===== src/rtl/aes256_pkg.sv =====
// Shared types and round-count constants for the AES iterative datapath controllers.
package aes256_pkg;

    typedef enum logic [2:0] {
        IDLE,
        LOAD,
        ROUND,
        FINAL,
        DONE
    } round_state_t;

    localparam int unsigned NR_AES256 = 14;
    localparam int unsigned NR_AES192 = 12;
    localparam int unsigned NR_AES128 = 10;

endpackage


===== src/rtl/aes256_round_ctrl.sv =====
// Round sequencer for the AES iterative datapath: LOAD, NR-1 full rounds, FINAL, then DONE.
// Define AES_KEY_STALL_EN to add key_valid and hold the sequence while round keys are late.
module aes256_round_ctrl
    import aes256_pkg::*;
#(
    parameter int unsigned NR = NR_AES256,
    parameter int unsigned RW = 4
) (
    input  logic          clk,
    input  logic          resetn,
    input  logic          in_valid,
    output logic          in_ready,
    output logic          out_valid,
    input  logic          out_ready,
    input  logic          abort,
`ifdef AES_KEY_STALL_EN
    input  logic          key_valid,
`endif
    output logic          reg_wr_en,
    output logic          load_sel,
    output logic [RW-1:0] round,
    output logic          last_round,
    output logic          busy
);

    localparam logic [RW-1:0] RoundFinal = RW'(NR);
    localparam logic [RW-1:0] RoundLastFull = RW'(NR - 1);
    localparam logic [RW-1:0] RoundOne = RW'(1);

    round_state_t  state_q, state_d;
    logic [RW-1:0] round_q, round_d;
    logic          adv;

`ifdef AES_KEY_STALL_EN
    assign adv = key_valid;
`else
    assign adv = 1'b1;
`endif

    always_ff @(posedge clk or negedge resetn) begin
        if (!resetn) begin
            state_q <= IDLE;
            round_q <= '0;
        end else begin
            state_q <= state_d;
            round_q <= round_d;
        end
    end

    // abort outranks every transition, including a new block in IDLE
    always_comb begin
        state_d = state_q;
        round_d = round_q;
        if (abort) begin
            state_d = IDLE;
            round_d = '0;
        end else begin
            unique case (state_q)
                IDLE: begin
                    if (in_valid) begin
                        state_d = LOAD;
                        round_d = '0;
                    end
                end
                LOAD: begin
                    if (adv) begin
                        state_d = ROUND;
                        round_d = RoundOne;
                    end
                end
                ROUND: begin
                    if (adv) begin
                        if (round_q == RoundLastFull) begin
                            state_d = FINAL;
                            round_d = RoundFinal;
                        end else begin
                            round_d = round_q + RoundOne;
                        end
                    end
                end
                FINAL: begin
                    if (adv) begin
                        state_d = DONE;
                    end
                end
                DONE: begin
                    if (out_ready) begin
                        state_d = IDLE;
                        round_d = '0;
                    end
                end
                default: begin
                    state_d = IDLE;
                    round_d = '0;
                end
            endcase
        end
    end

    always_comb begin
        in_ready   = 1'b0;
        out_valid  = 1'b0;
        reg_wr_en  = 1'b0;
        load_sel   = 1'b0;
        busy       = 1'b0;
        round      = round_q;
        last_round = (round_q == RoundFinal);
        unique case (state_q)
            IDLE: in_ready = 1'b1;
            LOAD: begin
                reg_wr_en = adv;
                load_sel  = 1'b1;
                busy      = 1'b1;
            end
            ROUND: begin
                reg_wr_en = adv;
                busy      = 1'b1;
            end
            FINAL: begin
                reg_wr_en = adv;
                busy      = 1'b1;
            end
            DONE:    out_valid = 1'b1;
            default: ;
        endcase
    end

endmodule

===== config.mk =====
export PLATFORM = sky130hd
export DESIGN_NAME = aes256_round_ctrl
export DESIGN_NICKNAME = d
export VERILOG_FILES = /design/src/rtl/aes256_pkg.sv /design/src/rtl/aes256_round_ctrl.sv
export SDC_FILE = /design/constraint.sdc
export NUM_CORES = 1
export LEC_CHECK = 0
export BUFFER_PORTS_ARGS = -buffer_cell sky130_fd_sc_hd__buf_4
export CORE_AREA = 2 2 39 41
export CTS_CLUSTER_DIAMETER = 50
export DETAILED_ROUTE_END_ITERATION = 6
export DIE_AREA = 0 0 41 43
export PLACE_DENSITY = 0.66
export SYNTH_ARGS = -nofsm -noshare
export SYNTH_HDL_FRONTEND = slang
export SYNTH_SLANG_ARGS = --single-unit

===== constraint.sdc =====
create_clock -name clk -period 1.4 [get_ports clk]
set_clock_uncertainty 0.15 [all_clocks]
set_input_delay 0.14 -clock clk [delete_from_list [all_inputs] [get_ports clk]]
set_output_delay 0.14 -clock clk [all_outputs]
set_load 0.01 [all_outputs]

* Word-level counts from Yosys, hierarchy flattened
Index checks and enable logic that the tools add are counted.
Widths: inputs -> output; s select.
** Cells by class
- Reductions and logical operators :: 4
- $lt $le $gt $ge :: 0
- Div/mod/pow operators :: 0
- Shift operators :: 0
- Multipliers :: 0
- Bitwise gates (word level) :: 0
- Muxes and demuxes :: 14
- Add/subtract/negate cells :: 1
- Eq/ne operators :: 10
** Operators with widths (number)
- $pmux 4 s5 :: 1
- $mux 4 :: 4
- $pmux 3 s5 :: 1
- $mux 3 :: 4
- $ne 3x3->1 const B :: 3
- $eq 4x4->1 const B :: 2
- $eq 3x2->1 const B :: 2
- $reduce_and 3->1 :: 2
- $add 4x1->4 const B :: 1
- $mux 1 :: 4
- $eq 3x1->1 const B :: 1
- $eq 3x3->1 const B :: 1
- $logic_not 3->1 :: 1
- $reduce_or 3->1 :: 1
- $ne 2x2->1 const B :: 1
** Storage, ports and cells
- Output and inout port bits :: 10
- Memory bits (read-only) :: 0
- Memories :: 0
- Bits in latches :: 0
- Bits in registers :: 7
- RAM bits :: 0

* Logic depth before layout (Yosys ltp)
Gate-level depths: netlist (run 1).
- Word-level depth :: 4
- Mapped depth :: 5
- Gate-level depth less buffers :: 5

* Worst setup path before layout (run 1)
Ideal clock, no wire load.
- Kind :: register -> register
- From :: register round_q[1], in the netlist round[1]
- To :: register round_q[2], in the netlist round[2]
- Stages on the path, launching flop included :: 6
- Path slack :: -0.052 ns
- Data arrival time :: 1.172 ns
- Cell sequence :: dfrtp_1 -> inv_1 -> ha_1 -> and3_1 -> o31ai_1 -> o21ai_1
** On the way
- Longest elaborated chain between the ends :: 4
- Elaborated cells on any way between the ends :: 5
- Classes of those cells :: add/sub (1); eq/ne (1); mux (3)
** RTL lines
- from (decl) :: line aes256_round_ctrl.sv:31 : logic [RW-1:0] round_q, round_d;
- from (signal assigned) :: line aes256_round_ctrl.sv:46 : round_q <= round_d;
- $add 4x1->4 or $eq 4x4->1 (tied branches) :: line aes256_round_ctrl.sv:77, aes256_round_ctrl.sv:73
- $mux 4 * :: line aes256_round_ctrl.sv:73 : if (round_q == RoundLastFull) begin
- $pmux 4 s5 * :: line aes256_round_ctrl.sv:58 : unique case (state_q)
- $mux 4 * :: line aes256_round_ctrl.sv:54 : if (abort) begin
Every way passes the cells marked *; elsewhere a longest branch is shown, timed or not.
A chain may end at the register's enable or synchronous reset.

* Worst setup path in the final report (run 1)
- From :: register round_q[1], in the netlist round[1]
- To :: output last_round
** On the way
- Longest elaborated chain between the ends :: 1
** RTL lines
- $eq 4x4->1 :: line aes256_round_ctrl.sv:107 : last_round = (round_q == RoundFinal);
- to (decl) :: line aes256_round_ctrl.sv:22 : output logic last_round,
Every way passes these cells.

==> results.md, run 1 <==
- Most frequent cells in the layout: buf_4 (26), buf_6 (9), dfrtp_2 (5)
- Final worst-path cycle share: 109%
- Met3 Track Usage GR: ~3.1%
- # nets final: just under 100
- Final Worst Setup Slack: -0.119 ns
- Max_cap viols: 0
- CTS H-tree lvls: 1
- Critical Path Start Type: register
- Reg2reg path depth: 5
- Synthesized area: 532 sq um
- Total gr overflow: 0
- Most frequent CP cell: buf_6
- Crit path largest cell delay: between 0.4 and 0.5 ns
- Initial DRC Count: 2
- Minimum clock period: between 1.5 and 2 ns
- Num ports: 15
- Most common cell after layout, fill and taps aside: buf_4
- Post-Synth XOR/XNOR Area: 0%
- VDD IR max: roughly 0.34 mV
- Crit. End Element: output port
- Mapped Nets: 58
- Sequential element share of the synthesized area: 32.9%
- Largest net degree at the start of global routing: 8
- Overall Global Routing Usage: between 20% and 30%
- Asr flop ratio synth: 100%
- Multiplexer share of the synthesized area: under 10%
- Worst hold start: out_ready
- First-pass iteration count of the detailed router: 3
- Hold Path Class: primary input to register
- Worst EP arrival: between 1 and 1.5 ns
- Layout area overhead: 82.1%
- Number of flops mapped to enable cells by yosys: 0
- Placed cell areas: just under 700 sq um
- P_leak: 0.000417 uW
- Antenna violations before repair: 0
- Avg Synthesized Cell Area: 10.6 sq um
- Synth warn: 0
- Die height: ~43 microns
- Final Hold Viols: 0
- Drt total wl: about 1500 microns
- CTS Buf Count: 3
- Global Route met2 Usage: between 20 and 30%
- Critical path buffer and inverter count: 2
- DRC viols: 0
- Routed via count: roughly 510
- CP Data Required Time: roughly 1.1 ns
- Reg2reg setup slack: -0.11 ns
- Busiest layer in global routing: met1
- Antenna fix cells: 0
- Final setup vio count: 9
- TritonCTS clock tree: done
- Crit Reg-Reg Endpoint: round[2]
- Crit-path leading delay family: flip-flops
- Routability cong.: a little under 0.8
- FF+latch count, synth: 7
- Compound-cell area share of the yosys netlist: 16.0%
- Layout cells sized above 1: 73.9%
- Port bufs: 14
- Crit path max-delay cell type: dfrtp_2
- Vias in the first global route: slightly below 500
- Fmax: between 600 and 700 MHz
- DR vias/cell: between 4 and 5
- Hold endpoint: state_q[2]
- Normalized max-slew margin: around 76%
- First-pass GRT wire length: approximately 2400 microns
- Die area: 1760 sq um
- TritonCTS sink count: 7
- Largest family of logic cells by synthesized area: simple AND/OR/NAND/NOR gates
- Core ar.: 1380 sq um
- Clk_lat worst skew: around 0.26 ns
- Mapped Cells: 50
- WS Path Type: register to output port
- HPWL Detailed: slightly below 900 microns
- Max Root-Sink Buffers: 2
- RSZ-0062 raised after global routing: yes
- Routed wire per std cell: roughly 14 microns
- CP Cell Sequence: buf_6, ha_4, and3_4, buf_6
- Violated checks: negative setup slack
- Num rows: 14
- Worst reg2reg path startpoint: round[0]
- Final instance area: about 970 sq um
- Outcome: finished with violations
- Distinct cell type count after synthesis: 25
- Power Dens Cells: about 650 nW/um^2
- Post-Synth Adder-Cell Area: around 7%
- Pwr Total: 625 uW
- Clock transition at path regs: 0.06 ns
- DRT antenna net count: 0
- Hold depth: 4
- Post-synthesis simple-gate area fraction: around a third
- Initial Util: 38.4%
- Final Slew Violations: 0
- M1 GR Usage: a little under a third
- Slew @ Worst Pin: approximately 0.36 ns
- Worst-path fanout max: 2
- Clk Tree Root Cell: clkbuf_4
- Die Wd: between 40 and 50 microns
- Commonest register cell after synthesis: dfrtp_1
-- Yosys cell counts (all sizes together), types with 2 or more instances --
library cell / n / share of area (%)
nor2b: 2 / 2.4
nor4: 2 / 3.5
nor2: 5 / 3.5
nor4b: 2 / 8.9
dfrtp: 7 / 33
and3: 2 / 2.4
o31ai: 3 / 6.8
buf: 4 / 7.8
nand2b: 4 / 4.7
ha: 3 / 7.1
inv: 4 / 2.8
o21ai: 2 / 1.9
-- kinds of logic after synthesis --
group	after synthesis
adder cells (fa/ha/maj)	3
AND/OR/NAND/NOR	21
AO/OA/AOI/OAI	10
multiplexers	1
flip-flops	7
buffers and inverters	8
-- layout make-up --
type,instances,area [sq um]
Fill cell,109,415
Multi-Input combinational cell,35,384
Clock buffer,4,26.3
Tap cell,16,20.0
Timing Repair Buffer,38,337
Inverter,4,20.0
Sequential cell,7,181
-- worst max path at each step --
stage                    start         end  slack, ns  cells past startpoint
floorplan             round[0]    round[0]     0.0001                      4
global route        state_q[0]    round[1]      -0.15                      5
finish                round[1]  last_round      -0.12                      4
detailed placement    round[0]    round[0]      -0.04                      4
global placement      round[0]    round[0]      -0.04                      4
CTS                   round[1]  last_round      -0.12                      4
-- power breakdown --
part | switching (uW) | internal (uW) | total [uW] | leakage (uW)
Clock | 87.2 | 110 | 197 | 0.0000150
Sequential | 8.66 | 212 | 220 | 0.0000882
Combinational | 92.0 | 116 | 208 | 0.000314
Total | 188 | 437 | 625 | 0.000417
-- worst min-delay path: stages --
cell	delay, ns
buf_4	0.09
nor4b_4	0.04
nor2_1	0.09
nor2_1	0.05
-- what timing repair did --
action,4_1_cts,5_1_grt
gates resized for setup,27,5
setup buffers,11,2
gates cloned,0,0
endpoints found under the setup margin,9,13
hold endpoints to repair,9,0
hold buffers,2,0
pin swaps,9,3
-- stage by stage --
stage                     std cells  util, %  setup WS [ns]  TNS, ns  hold WS (ns)
final                           104     70.0         -0.119   -0.569        0.0317
after CTS                       102     67.2         -0.116   -0.458        0.0254
after floorplan                  50        -       0.000106        0        -0.306
after global routing            104     70.0         -0.147    -1.02        0.0497
after global placement           85     49.5        -0.0441  -0.0808        -0.192
after detailed placement         85     49.5        -0.0425  -0.0580        -0.188
-- state kept, by name (all words and copies together) (netlist names) --
name     flops
round        4
state_q      3
-- per-layer routing --
| metal | up-vias | wire length (microns) |
|---|---|---|
| met5 | - | 0 |
| met4 | 0 | 15 |
| met3 | 2 | 21 |
| met2 | 8 | 791 |
| met1 | 251 | 655 |
| li1 | 252 | - |
Note: power is estimated with default switching activity, not from simulation.
==> inputs of run 2 (changes only) <==
--- a/config.mk
+++ b/config.mk
@@ -8,9 +8,11 @@
 export BUFFER_PORTS_ARGS = -buffer_cell sky130_fd_sc_hd__buf_4
 export CORE_AREA = 2 2 39 41
 export CTS_CLUSTER_DIAMETER = 50
+export CTS_CLUSTER_SIZE = 12
 export DETAILED_ROUTE_END_ITERATION = 6
 export DIE_AREA = 0 0 41 43
 export PLACE_DENSITY = 0.66
+export SETUP_SLACK_MARGIN = 0.2
 export SYNTH_ARGS = -nofsm -noshare
 export SYNTH_HDL_FRONTEND = slang
 export SYNTH_SLANG_ARGS = --single-unit
==> run 2 against run 1 <==
The run still ends with negative setup slack left. Non-clock buffer count fell by 3. Sequential share of layout area is 0.48 points lower. Register-to-register slack worse by 0.04 ns. Sequential cell count is the same. Design area is 3.4% higher. Core utilization up 2.4 points. First-iteration DRC count fell by 100%. Clock-buffer cell count unchanged. Fmax decreased by 2.2%. Largest cell class unchanged. Largest power group unchanged.
==> results.md, run 2 (synthesis results as in run 1) <==
- Outcome: finished with violations
- Violated checks: negative setup slack
- Total gr overflow: 0
- Hold depth: 4
- Clk_lat worst skew: roughly 0.27 ns
- Drt total wl: approximately 1500 microns
- Placed cell areas: roughly 680 sq um
- Fmax: roughly 640 MHz
- Minimum clock period: roughly 1.6 ns
- Clk Tree Root Cell: clkbuf_4
- Final Hold Viols: 0
- RSZ-0062 raised after global routing: yes
- Antenna fix cells: 0
- Vias in the first global route: approximately 500
- Final instance area: roughly 1000 sq um
- Die height: around 43 microns
- Routability cong.: 0.818
- DRC viols: 0
- Util after Layout: 72.3%
- Reg2reg path depth: 4
- Final worst-path cycle share: 111%
- Antenna violations before repair: 0
- # nets final: 94
- Die area: between 1500 and 2000 sq um
- Clock transition at path regs: 0.06 ns
- TritonCTS sink count: 7
- Port bufs: 14
- Initial DRC Count: 0
- Max Root-Sink Buffers: 2
- Setup TNS Final: -0.904 ns
- Final Worst Setup Slack: -0.154 ns
- DR vias/cell: a little over 5
- P_leak: about 0.00043 uW
- Core ar.: between 1000 and 1500 sq um
- Normalized max-slew margin: about three quarters
- Max_cap viols: 0
- Worst EP arrival: between 1.5 and 2 ns
- Crit Reg-Reg Endpoint: round[3]
- TritonCTS clock tree: done
- Largest net degree at the start of global routing: 8
- Power Dens Cells: 640 nW/um^2
- First-pass GRT wire length: 2280 microns
- CP Data Required Time: 1.45 ns
- Routed wire per std cell: roughly 15 microns
- VDD IR max: 0.488 mV
- Hold Path Class: primary input to register
- WS Path Type: register to register
- Final Slew Violations: 0
- Worst reg2reg path startpoint: state_q[2]
- Overall Global Routing Usage: between 20% and 30%
- Slew @ Worst Pin: ~0.37 ns
- CTS Buf Count: 3
- Initial Util: between 30% and 40%
- HPWL Detailed: ~820 microns
- Critical Path Start Type: register
- Routed via count: a little over 500
- Layout cells sized above 1: between 70% and 80%
- Most frequent cells in the layout: buf_4 (17), buf_6 (15), dfrtp_2 (6)
- Layout area overhead: 88.2%
- Worst-path fanout max: 4
- Max FFs per register: 4
- Reg2reg setup slack: -0.15 ns
- First-pass iteration count of the detailed router: 1
- Num ports: 15
- Crit. End Element: register
- Worst hold start: out_ready
- Num rows: 14
- Most common cell after layout, fill and taps aside: buf_4
- Final setup vio count: 11
- Die Wd: around 41 microns
- DRT antenna net count: 0
- CTS H-tree lvls: 1
- Hold endpoint: state_q[2]
run 2: cell count changes in the layout (fill, tap and decap cells not counted), sizes merged:
cell	change
buf	-3
run 2: worst max path at each step:
stage               startpoint         end  cells past startpoint
finish              state_q[2]    round[3]                      4
global route        state_q[2]    round[3]                      4
global placement    state_q[0]    round[0]                      3
CTS                   round[1]  last_round                      4
detailed placement  state_q[0]    round[0]                      3
floorplan             round[0]    round[2]                      4
run 2: area by class of cell:
class	count	area, sq um
multi-input cells	35	415
fillers	89	383
repair buffers	35	337
flip-flops and latches	7	183
clock buffers	4	26.3
inverters	4	20.0
well taps	16	20.0
run 2: per-layer routing:
metal  vias to the layer above  routed length, microns  track usage (%)
met3                         3                      53             7.33
li1                        248                       -                -
met5                         -                       0                0
met2                        10                     744             27.8
met4                         0                      30             14.0
met1                       248                     670             25.2
run 2: power by group:
| group | leakage (uW) | switching, uW | internal, uW |
|---|---|---|---|
| combinational | 0.000324 | 95.5 | 121 |
| sequential | 0.0000865 | 11.8 | 212 |
| clock | 0.0000150 | 90.0 | 110 |
run 2: critical path: stages (launching register included):
cell	delay (ns)
dfrtp_2	0.44
buf_12	0.15
nor4b_4	0.41
a41oi_2	0.19
a21oi_2	0.14
run 2: repair_timing:
| action | in CTS | in global routing |
|---|---|---|
| gates resized for setup | 31 | 11 |
| setup buffers | 10 | 3 |
| hold buffers | 2 | 0 |
| pin swaps | 8 | 6 |
| endpoints found under the hold margin | 9 | 0 |
| cloned | 0 | 0 |
| setup endpoints to repair | 14 | 16 |
run 2: metrics by stage:
step | std cells | power, uW | hold slack, ns | worst slack (ns)
after CTS | 98 | 625 | 0.00905 | -0.100
after floorplan | 50 | 306 | -0.306 | 0.0540
final | 101 | 640 | 0.0190 | -0.154
after global routing | 101 | 683 | 0.0254 | -0.214
after detailed placement | 82 | 356 | -0.189 | -0.0807
after global placement | 82 | 355 | -0.188 | -0.0657
==> inputs of run 3 (changes only) <==
--- a/config.mk
+++ b/config.mk
@@ -5,7 +5,7 @@
 export SDC_FILE = /design/constraint.sdc
 export NUM_CORES = 1
 export LEC_CHECK = 0
-export BUFFER_PORTS_ARGS = -buffer_cell sky130_fd_sc_hd__buf_4
+export BUFFER_PORTS_ARGS = -buffer_cell sky130_fd_sc_hd__buf_2
 export CORE_AREA = 2 2 39 41
 export CTS_CLUSTER_DIAMETER = 50
 export CTS_CLUSTER_SIZE = 12
==> run 3 against run 2 <==
The run still ends with negative setup slack left. Design area decreased by 6.6%. Fmax rose by 2.2%. Non-clock buffer count is 2 lower. Register-to-register slack better by 0.06 ns. Combinational power is 3% lower. First-iteration DRC count rose by 2. Wire length grew 10%. Clock-buffer cell count is the same. Largest cell class unchanged.
==> results.md, run 3 (synthesis results as in run 1) <==
- Outcome: finished with violations
- Violated checks: negative setup slack
- Num rows: 14
- Die area: 1760 sq um
- Vias in the first global route: ~540
- Critical Path Start Type: register
- Die height: between 40 and 50 microns
- RSZ-0062 raised after global routing: yes
- TritonCTS sink count: 7
- # nets final: just over 90
- Register area: about 180 sq um
- Slew @ Worst Pin: 0.331 ns
- Initial DRC Count: 2
- Routed wire per std cell: between 15 and 20 microns
- Max_cap viols: 0
- Total gr overflow: 0
- Final worst-path cycle share: 109%
- DRT antenna net count: 0
- Final Hold Viols: 0
- Die Wd: slightly above 40 microns
- Clock transition at path regs: about 0.060 ns
- Worst EP arrival: 1.23 ns
- TritonCTS clock tree: done
- Crit path largest cell delay: ~0.42 ns
- HPWL Detailed: just under 800 microns
- Minimum clock period: 1.52 ns
- Crit. End Element: output port
- Placed cell areas: approximately 630 sq um
- Final instance area: 935 sq um
- CTS Buf Count: 3
- DRC viols: 0
- Final Slew Violations: 0
- Setup TNS Final: -0.598 ns
- Antenna fix cells: 0
- First-pass iteration count of the detailed router: 2
- Routed via count: a little over 500
- Clk_lat worst skew: between 0.2 and 0.3 ns
- Antenna violations before repair: 0
- Combined area of the multi-input logic cells: just over 400 sq um
- WS Path Type: register to output port
- Fmax: between 600 and 700 MHz
- CP Cell Sequence: buf_6, ha_4, and3_4, buf_2
- Final Worst Setup Slack: -0.121 ns
- Num ports: 15
- VDD IR max: between 0.4 and 0.5 mV
- Hold Path Class: primary input to register
- Core ar.: approximately 1400 sq um
- Normalized max-slew margin: between 70% and 80%
- Most frequent cells in the layout: buf_2 (11), buf_6 (11), buf_4 (8)
- Overall Global Routing Usage: between 20% and 30%
- First-pass GRT wire length: between 2000 and 2500 microns
- Port bufs: 14
- Max Root-Sink Buffers: 2
- Power Dens Cells: ~670 nW/um^2
- Routability cong.: 0.769
- Drt total wl: 1650 microns
- CP Data Required Time: ~1.1 ns
- Layout cells sized above 1: around 73%
- Crit path max-delay cell type: dfrtp_2
- Initial Util: just under 40%
- DR vias/cell: 5.14
- CTS H-tree lvls: 1
- Worst-path fanout max: 2
- Fill cell count: 100
- Largest net degree at the start of global routing: 8
- Final setup vio count: 9
- Max FFs per register: 4
- Layout area overhead: 75.8%
- Clk Tree Root Cell: clkbuf_4
- P_leak: around 0.00040 uW
==> run 3: worst paths after layout <==
path                            start    endpoint  slack [ns]  cells after the start
max                          round[1]  last_round       -0.12                      4
min                         out_ready  state_q[2]        0.07                      4
max reg2reg                state_q[0]    round[3]       -0.09                      4
min reg2reg                  round[0]    round[0]        0.45                      2
max in group asynchronous      resetn  state_q[1]        0.82                      2
min in group asynchronous      resetn    round[3]        0.10                      2
==> run 3: timing repair <==
action	in CTS	in global routing
buffers inserted	11	2
endpoints found under the setup margin	14	16
pin swaps	6	4
resized for setup	22	14
hold buffers	2	0
endpoints found under the hold margin	9	0
==> run 3: power by group <==
| part | internal, uW | switching [uW] |
|---|---|---|
| Sequential | 212 | 10.4 |
| Clock | 109 | 81.7 |
| Combinational | 112 | 99.1 |
==> run 3: layout make-up <==
class | count | share of cell area [%]
flip-flops and latches | 7 | 19.5
clock buffers | 4 | 2.81
inverters | 4 | 1.87
multi-input cells | 35 | 43.8
well taps | 16 | 2.14
repair buffers | 33 | 29.9
==> run 3: worst max-delay path, delay by kind of cell (launching register included) <==
| family | cells | cell delay [ns] |
|---|---|---|
| AND/OR/NAND/NOR | 1 | 0.16 |
| flip-flops | 1 | 0.42 |
| adder cells (fa/ha/maj) | 1 | 0.15 |
| buffers and inverters | 2 | 0.26 |
==> run 3: through the flow <==
stage               hold WS (ns)  cells  setup WS (ns)  utilization (%)  power [uW]
finish                    0.0739     99         -0.121             67.5         624
global route              0.0798     99         -0.150             67.5         648
CTS                       0.0580     97         -0.105             62.2         589
detailed placement        -0.166     80        -0.0500             45.6         338
global placement          -0.171     80        -0.0183             45.6         335
floorplan                 -0.306     50         0.0540                -         306
==> run 3: metal layers <==
metal	vias up	routed length (microns)	global-route usage, %
met5	-	0	0
li1	241	-	-
met4	0	57	17.3
met3	6	24	3.66
met2	11	913	31.9
met1	251	657	25.6
